### config.mk
export PLATFORM = sky130hd
export DESIGN_NAME = tt6_uart_tx
export DESIGN_NICKNAME = d
export VERILOG_FILES = /design/src/rtl/tt6_uart_tx.sv
export SDC_FILE = /design/constraint.sdc
export NUM_CORES = 1
export LEC_CHECK = 0
export CORE_UTILIZATION = 52
export CTS_CLUSTER_DIAMETER = 80
export DETAILED_ROUTE_END_ITERATION = 12
export GPL_ROUTABILITY_DRIVEN = 0
export PLACE_DENSITY = 0.84
export SYNTH_ARGS = -nofsm -noshare
export SYNTH_HDL_FRONTEND = slang
export SYNTH_SLANG_ARGS = --single-unit
### constraint.sdc
create_clock -name clk -period 2.2 [get_ports clk]
set_input_delay 0.55 -clock clk [delete_from_list [all_inputs] [get_ports clk]]
set_output_delay 0.55 -clock clk [all_outputs]
set_load 0.05 [all_outputs]
### src/rtl/tt6_uart_tx.sv
// FIFO-buffered 8N1 UART transmitter for the experiment-six core's output bytes.
// Each byte accepted on din is sent LSB first on tx. Each bit is held for CLK_DIV clock cycles.
module tt6_uart_tx #(
    parameter int CLK_DIV = 104,
    parameter int DEPTH   = 4
) (
    input  logic                     clk,
    input  logic                     rst,
    input  logic                     ena,
    input  logic [7:0]               din,
    input  logic                     din_valid,
    output logic                     din_ready,
    output logic                     tx,
    output logic                     tx_oe,
    output logic                     busy,
    output logic [$clog2(DEPTH):0]   level,
    output logic [1:0]               fsm_state
);

    localparam int PW = $clog2(DEPTH);
    localparam int LW = PW + 1;
    localparam int TW = $clog2(CLK_DIV);
    localparam logic [TW-1:0] TIMER_MAX = TW'(CLK_DIV - 1);

    typedef enum logic [1:0] {IDLE, START, DATA, STOP} state_t;

    state_t          state, state_next;
    logic [TW-1:0]   timer, timer_next;
    logic [2:0]      bit_idx, bit_next;
    logic [7:0]      shreg, shreg_next;
    logic            tx_q, tx_next;
    logic            pop, push, full, can_pop, bit_end;

    logic [7:0]      mem [DEPTH];
    logic [PW-1:0]   wr_ptr, rd_ptr;

    // Handshake: a byte transfers on a rising edge where din_valid && din_ready.
    // din_ready depends only on level, so it never depends on din_valid.
    assign full      = (level == LW'(DEPTH));
    assign din_ready = !full;
    assign push      = din_valid && din_ready;
    assign can_pop   = ena && (level != '0);
    assign bit_end   = (timer == TIMER_MAX);

    assign tx        = tx_q;
    assign tx_oe     = 1'b1;
    assign busy      = (state != IDLE);
    assign fsm_state = state;

    always_ff @(posedge clk) begin
        if (push) begin
            mem[wr_ptr] <= din;
        end
    end

    always_ff @(posedge clk or posedge rst) begin
        if (rst) begin
            wr_ptr <= '0;
            rd_ptr <= '0;
            level  <= '0;
        end else begin
            if (push) wr_ptr <= wr_ptr + PW'(1);
            if (pop)  rd_ptr <= rd_ptr + PW'(1);
            case ({push, pop})
                2'b10:   level <= level + LW'(1);
                2'b01:   level <= level - LW'(1);
                default: level <= level;
            endcase
        end
    end

    always_ff @(posedge clk or posedge rst) begin
        if (rst) begin
            state   <= IDLE;
            timer   <= '0;
            bit_idx <= '0;
            shreg   <= '0;
            tx_q    <= 1'b1;
        end else begin
            state   <= state_next;
            timer   <= timer_next;
            bit_idx <= bit_next;
            shreg   <= shreg_next;
            tx_q    <= tx_next;
        end
    end

    // tx_next holds the level of the bit that starts on this edge.
    // That keeps tx registered and still aligned to the bit boundary.
    always_comb begin
        state_next = state;
        timer_next = timer + TW'(1);
        bit_next   = bit_idx;
        shreg_next = shreg;
        tx_next    = tx_q;
        pop        = 1'b0;
        case (state)
            IDLE: begin
                timer_next = '0;
                tx_next    = 1'b1;
                if (can_pop) begin
                    pop        = 1'b1;
                    shreg_next = mem[rd_ptr];
                    state_next = START;
                    tx_next    = 1'b0;
                end
            end
            START: begin
                if (bit_end) begin
                    timer_next = '0;
                    bit_next   = '0;
                    state_next = DATA;
                    tx_next    = shreg[0];
                end
            end
            DATA: begin
                if (bit_end) begin
                    timer_next = '0;
                    shreg_next = shreg >> 1;
                    if (bit_idx == 3'd7) begin
                        state_next = STOP;
                        tx_next    = 1'b1;
                    end else begin
                        bit_next = bit_idx + 3'd1;
                        tx_next  = shreg[1];
                    end
                end
            end
            STOP: begin
                if (bit_end) begin
                    timer_next = '0;
                    if (can_pop) begin
                        pop        = 1'b1;
                        shreg_next = mem[rd_ptr];
                        state_next = START;
                        tx_next    = 1'b0;
                    end else begin
                        state_next = IDLE;
                        tx_next    = 1'b1;
                    end
                end
            end
            default: begin
                state_next = IDLE;
                tx_next    = 1'b1;
            end
        endcase
    end

endmodule

==> impl_metrics.py, run 1 <==
metrics = {
    "timing": {
        "maxSlewHeadroom_pct": 65.4,
        "grt_setup_unrepaired": "false",
        "fmax_mhz": 464,
        "post-route-period-util_pct": 97.9,
        "setup_viol_count_final": 0,
        "final-hold-violation-count": 0,
        "fin_crit_ns": 2.15,
        "skew_ns": 0.00805,
        "finalMaxSlewViolations": 0,
        "worst_pin_slew_ns": 0.517,
    },
    "route": {
        "vias": 1589,
        "via_per_inst": 5.28,
        "first_iter_violations": 79,
        "route.detailed.drc": 0,
        "dr.pass1.iters": 4,
        "avgRoutedWirePerCell_um": 15.0,
        "wl_mm": 4.53,
        "final_antenna_net_count": 0,
    },
    "yosys": {
        "synth.distinct_cells": 41,
        "netlist_area_um2": 2780,
        "yosysSeqAreaShare_pct": 59.9,
        "syn_nets": 215,
        "synth_ff_type": "edfxtp_1",
        "yosysWarnings": 0,
        "avgSynthCellArea_um2": 14.7,
        "synth_edf_count": 32,
        "synth_cells": 189,
        "yosys-top-cells-area": "edfxtp_1 (35%), dfrtp_1 (24%), mux2_2 (6.5%), ha_1 (5.9%), mux4_2 (4.9%)",
        "synth_top_area_share_pct": 34.6,
        "ys_ff_latch": 60,
        "yosys.area.top_type": "edfxtp_1",
        "async_flop_share_pct": 46.7,
    },
    "clocking": {
        "ctsHtreeMaxLevel": 3,
        "cts_made_buffers": 9,
        "hold_buffers": 0,
        "clkLatencyLatePin_ns": 0.34,
        "clock_sinks": 60,
        "ctsRootBufferMaster": "clkbuf_8",
        "clk_path_buf_depth": 2,
        "clk_pin_slew_worst_paths_ns": 0.07,
        "cts_tree": "done",
    },
    "setup_path": {
        "worstRegToRegCells": 6,
        "start_kind": "register",
        "path_class": "register to primary output",
        "cp_cell_sequence": "clkdlybuf4s50_1",
        "crit_slowest_cell": "clkdlybuf4s50_1",
        "cp_top_family": "buffers and inverters",
        "r2r_slack_ns": 0.08,
        "worstPathMaxFanout": 5,
        "crit_cells": 1,
        "cp-end-kind": "primary output",
        "crit_arrival_ns": 1.60,
        "cp.required_ns": 1.65,
        "max_stage_delay_ns": 0.84,
        "path_buf_inv": 1,
    },
    "global_routing": {
        "grt_pass1_vias": 1521,
        "grt_usage_pct": 18.6,
        "antenna_found_initial": 0,
        "grt_pass1_wl_mm": 7.27,
        "grt_start_max_net_pins": 29,
        "grt_overflow_total": 0,
    },
    "finish": {
        "diodes": 0,
        "fill_cells": 368,
        "fin_nets": 252,
        "fin_area_um2": 3310,
        "final-seq-area_um2": 1670,
        "syn_to_final_growth_pct": 19.4,
        "drive_above_1_share_pct": 30.7,
        "multi_input_area_um2": 1070,
    },
    "placement": {
        "port_buffers": 19,
        "dpl_cell_area_um2": 3140,
        "hpwl_mm": 3.13,
    },
    "floorplanning": {
        "io-pin-count": 21,
        "dieArea_um2": 5630,
        "die_h_um": 75.1,
        "fp-row-count": 26,
        "core-area_um2": 5110,
        "fp.dieW_um": 75.1,
        "start_util_pct": 54.3,
    },
    "min_path": {
        "holdPathStages": 1,
        "holdCritPathClass": "register to register",
    },
    "power_and_ir_drop": {
        "ir_drop_uv": 659,
        "p_leak_nw": 1.32,
        "powerDensity_nw_per_um2": 1380,
        "total_power_mw": 4.57,
    },
    "flow_run": {
        "maxCapViolations": 0,
    },
    "status": {
        "status": "complete, no violations",
    },
}
[metal layers]
layer / vias up / GRT usage, % / part of all wire (%)
li1: 768 / - / -
met3: 7 / 7.23 / 2.7
met2: 19 / 28.9 / 51
met1: 795 / 23.7 / 45
met5: - / 0 / 0
met4: 0 / 7.34 / 1.9
[layout by cell type (no fill, tap or decap), types with 2 or more instances in the layout]
cell type,netlist,final
o21ai_0,6,6
a22o_1,2,2
clkbuf_8,0,9
nor3_1,5,4
mux4_1,2,2
and3_1,6,5
ha_1,13,11
mux4_2,6,6
a21oi_1,3,3
and2_1,3,3
mux2i_1,2,2
mux2_2,16,16
buf_4,3,16
dfrtp_2,0,5
nand2_1,5,4
clkinv_4,0,2
edfxtp_1,32,32
dfrtp_1,27,22
xnor2_1,7,7
xor2_1,3,3
nor2_1,11,11
clkinvlp_4,0,2
clkdlybuf4s50_1,0,16
inv_1,10,8
nand3_1,4,4
inv_2,1,3
[final timing paths]
check / to / from
setup reg to reg: level[1] / timer[4]
hold / removal: timer[0] / timer[0]
hold reg to reg: timer[0] / timer[0]
min in group asynchronous: level[0] / rst
setup / recovery: level[0] / level[0]
max in group asynchronous: tx / rst
[final cells by class]
type	count	area share [%]
Timing Repair Buffer	32	8.46
Inverter	11	1.25
Tap cell	70	2.64
Multi-Input combinational cell	112	32.2
Clock inverter	6	1.25
Clock buffer	10	3.85
Sequential cell	60	50.4
[registers in the layout, indices dropped and copies added (netlist names)]
| register | cells |
|---|---|
| mem | 32 |
| shreg | 8 |
| timer | 7 |
| bit_idx | 3 |
| level | 3 |
| fsm_state | 2 |
| rd_ptr | 2 |
| wr_ptr | 2 |
| tx | 1 |
[repair_timing]
action	4_1_cts	5_1_grt
resized for setup	0	2
endpoints found under the hold margin	0	0
endpoints found under the setup margin	0	2
buffers inserted	0	0
[power by group]
group | switching (mW) | internal, mW
registers | 0.229 | 1.56
logic | 1.01 | 0.941
clock network | 0.426 | 0.405
[cell usage after synthesis, types with 5 or more instances]
cell type  instances
edfxtp_1          32
dfrtp_1           27
mux2_2            16
ha_1              13
nor2_1            11
inv_1             10
xnor2_1            7
and3_1             6
mux4_2             6
o21ai_0            6
nand2_1            5
nor3_1             5
[kinds of logic (layout without fill, tap and decap cells)]
kind of cell	count (synthesis)	count (layout)	synth area share (%)
AOI/OAI and AO/OA	21	21	5.32
buffers and inverters	17	59	3.25
DFF	60	60	59.9
xor gates and xnor gates	10	10	3.16
other	1	1	0.135
muxes	27	27	14.4
and+or+nand+nor	39	39	7.26
adders and majority gates	14	14	6.58
[per-stage QoR]
step | setup slack (ns) | hold WS (ns) | utilization [%] | TNS (ns) | instances
final | 0.0457 | 0.461 | 64.9 | 0 | 301
after floorplan | 0.00413 | 0.431 | - | 0 | 189
after global placement | -0.110 | 0.454 | 61.4 | -0.145 | 285
after global routing | 0.000281 | 0.491 | 64.9 | 0 | 301
after detailed placement | -0.118 | 0.458 | 61.4 | -0.164 | 285
after CTS | 0.0359 | 0.466 | 64.7 | 0 | 301
Power figures use the tool's default switching activity.
==> run 2: changes to the inputs <==
--- a/config.mk
+++ b/config.mk
@@ -5,11 +5,14 @@
 export SDC_FILE = /design/constraint.sdc
 export NUM_CORES = 1
 export LEC_CHECK = 0
-export CORE_UTILIZATION = 52
+export CAP_MARGIN = 20
+export CORE_UTILIZATION = 54
+export CTS_BUF_LIST = sky130_fd_sc_hd__clkbuf_4
 export CTS_CLUSTER_DIAMETER = 80
 export DETAILED_ROUTE_END_ITERATION = 12
 export GPL_ROUTABILITY_DRIVEN = 0
-export PLACE_DENSITY = 0.84
+export PLACE_DENSITY = 0.86
+export RECOVER_POWER = 50
 export SYNTH_ARGS = -nofsm -noshare
 export SYNTH_HDL_FRONTEND = slang
 export SYNTH_SLANG_ARGS = --single-unit
==> impl_metrics.py, run 2 (synthesized netlist as in run 1, its figures left out) <==
metrics = {
    "setup_path": {
        "worstRegToRegCells": 9,
        "path_class": "register to register",
        "cp-end-kind": "register",
        "start_kind": "register",
        "worstPathMaxFanout": 2,
        "cp_cell_sequence": "ha_1 -> and3_4 -> a31oi_4 -> nor3_2 -> ha_2 -> fa_1 -> xnor2_1 -> nor2_1 -> xor2_1",
        "max_stage_delay_ns": 0.40,
        "crit_slowest_cell": "dfrtp_1",
        "cp.required_ns": 2.53,
        "crit_arrival_ns": 2.45,
    },
    "clocking": {
        "clkLatencyLatePin_ns": 0.40,
        "ctsRootBufferMaster": "clkbuf_4",
        "clock_sinks": 60,
        "clk_pin_slew_worst_paths_ns": 0.10,
        "cts_made_buffers": 9,
        "clk_path_buf_depth": 2,
        "cts_tree": "done",
        "hold_buffers": 0,
        "ctsHtreeMaxLevel": 3,
    },
    "timing": {
        "worst_pin_slew_ns": 0.695,
        "fmax_mhz": 473,
        "hold_ws_ns": 0.500,
        "final-hold-violation-count": 0,
        "setup_viol_count_final": 0,
        "post-route-period-util_pct": 96.1,
        "grt_setup_unrepaired": "false",
        "fin_crit_ns": 2.11,
        "maxSlewHeadroom_pct": 53.7,
        "finalMaxSlewViolations": 0,
        "skew_ns": 0.00907,
    },
    "finish": {
        "diodes": 0,
        "fill_cells": 337,
        "drive_above_1_share_pct": 29.4,
        "final_cell_count_no_fill": 298,
        "largest-register": "mem",
        "final_common_cell": "edfxtp_1",
        "syn_to_final_growth_pct": 18.6,
        "final_cell_mix": "edfxtp_1 (32), dfrtp_1 (23), mux2_2 (16)",
        "largest_reg_flops": 32,
        "reg_top3": "mem (32), shreg (8), timer (7)",
        "fin_nets": 252,
    },
    "placement": {
        "hpwl_mm": 3.27,
        "port_buffers": 19,
        "dp_cells": 281,
    },
    "route": {
        "first_iter_violations": 68,
        "avgRoutedWirePerCell_um": 15.5,
        "via_per_inst": 5.46,
        "vias": 1626,
        "final_antenna_net_count": 0,
        "wl_mm": 4.61,
        "dr.pass1.iters": 4,
        "route.detailed.drc": 0,
    },
    "power_and_ir_drop": {
        "powerDensity_nw_per_um2": 1380,
        "ir_drop_uv": 944,
        "p_leak_nw": 1.32,
        "total_power_mw": 4.54,
    },
    "floorplanning": {
        "die_h_um": 73.7,
        "fp.dieW_um": 73.7,
        "fp-row-count": 25,
        "core-area_um2": 4850,
        "dieArea_um2": 5430,
        "start_util_pct": 57.2,
        "io-pin-count": 21,
    },
    "global_routing": {
        "grt_pass1_vias": 1606,
        "grt_overflow_total": 0,
        "grt_pass1_wl_mm": 7.57,
        "grt_start_max_net_pins": 29,
        "antenna_found_initial": 0,
        "grt_usage_pct": 19.8,
    },
    "status": {
        "status": "complete, no violations",
    },
    "min_path": {
        "holdPathStages": 1,
        "holdCritPathClass": "register to register",
    },
    "flow_run": {
        "maxCapViolations": 0,
    },
}
[run 2: changes by cell type in the layout (fill, tap and decap cells not counted), moves of 2 or more]
cell | before | now
dlygate4sd2_1 | 0 | 5
clkbuf_8 | 9 | 0
dlygate4sd3_1 | 0 | 9
buf_4 | 16 | 14
clkbuf_4 | 0 | 9
bufinv_16 | 0 | 2
clkdlybuf4s50_1 | 16 | 2
[run 2: final timing paths]
kind	from	endpoint	slack, ns
max	timer[0]	level[2]	0.09
min	shreg[6]	shreg[6]	0.50
max reg2reg	timer[0]	level[2]	0.09
min reg2reg	shreg[6]	shreg[6]	0.50
max in group asynchronous	rst	fsm_state[0]	0.95
min in group asynchronous	rst	fsm_state[1]	0.77
[run 2: metal layers]
metal	vias to the layer above	track usage, %	wire [um]
met5	-	0	0
met4	0	7.26	67
met3	8	8.23	145
met2	22	31.4	2380
met1	820	24.5	2010
li1	776	-	-
[run 2: critical path, delay by kind of cell, from the launching register on]
family          cells  cell delay, ns
simple gates        3            0.40
fa+ha+maj           3            0.80
flops               1            0.40
compound gates      1            0.15
xor+xnor            2            0.30
[run 2: layout make-up]
class	count	area, um2	share of cell area [%]
sequential	60	1670	50.7
multi-input combinational	112	1070	32.5
timing repair buffer	32	268	8.14
clock inverter	7	91.3	2.78
tap	67	83.8	2.55
clock buffer	9	67.6	2.05
inverter	11	41.3	1.25
[run 2: report_power, final]
group	internal, mW	switching, mW	total [mW]
Clock	0.454	0.407	0.861
Combinational	0.889	0.965	1.85
Sequential	1.55	0.277	1.83
[run 2: metrics by stage]
| step | instance area [um2] | setup WS (ns) | util [%] | TNS, ns |
|---|---|---|---|---|
| floorplan | 2830 | 0.00413 | - | 0 |
| global placement | 3130 | -0.0997 | 64.5 | -0.128 |
| detailed placement | 3130 | -0.123 | 64.5 | -0.206 |
| CTS | 3280 | 0.00919 | 67.6 | 0 |
| global route | 3290 | 0.00430 | 67.9 | 0 |
| finish | 3290 | 0.0856 | 67.9 | 0 |
[run 2: repair_timing]
item | 4_1_cts | 5_1_grt
pin swaps | 0 | 1
setup buffers | 0 | 1
endpoints found under the setup margin | 5 | 2
resized for setup | 5 | 2
endpoints found under the hold margin | 0 | 0
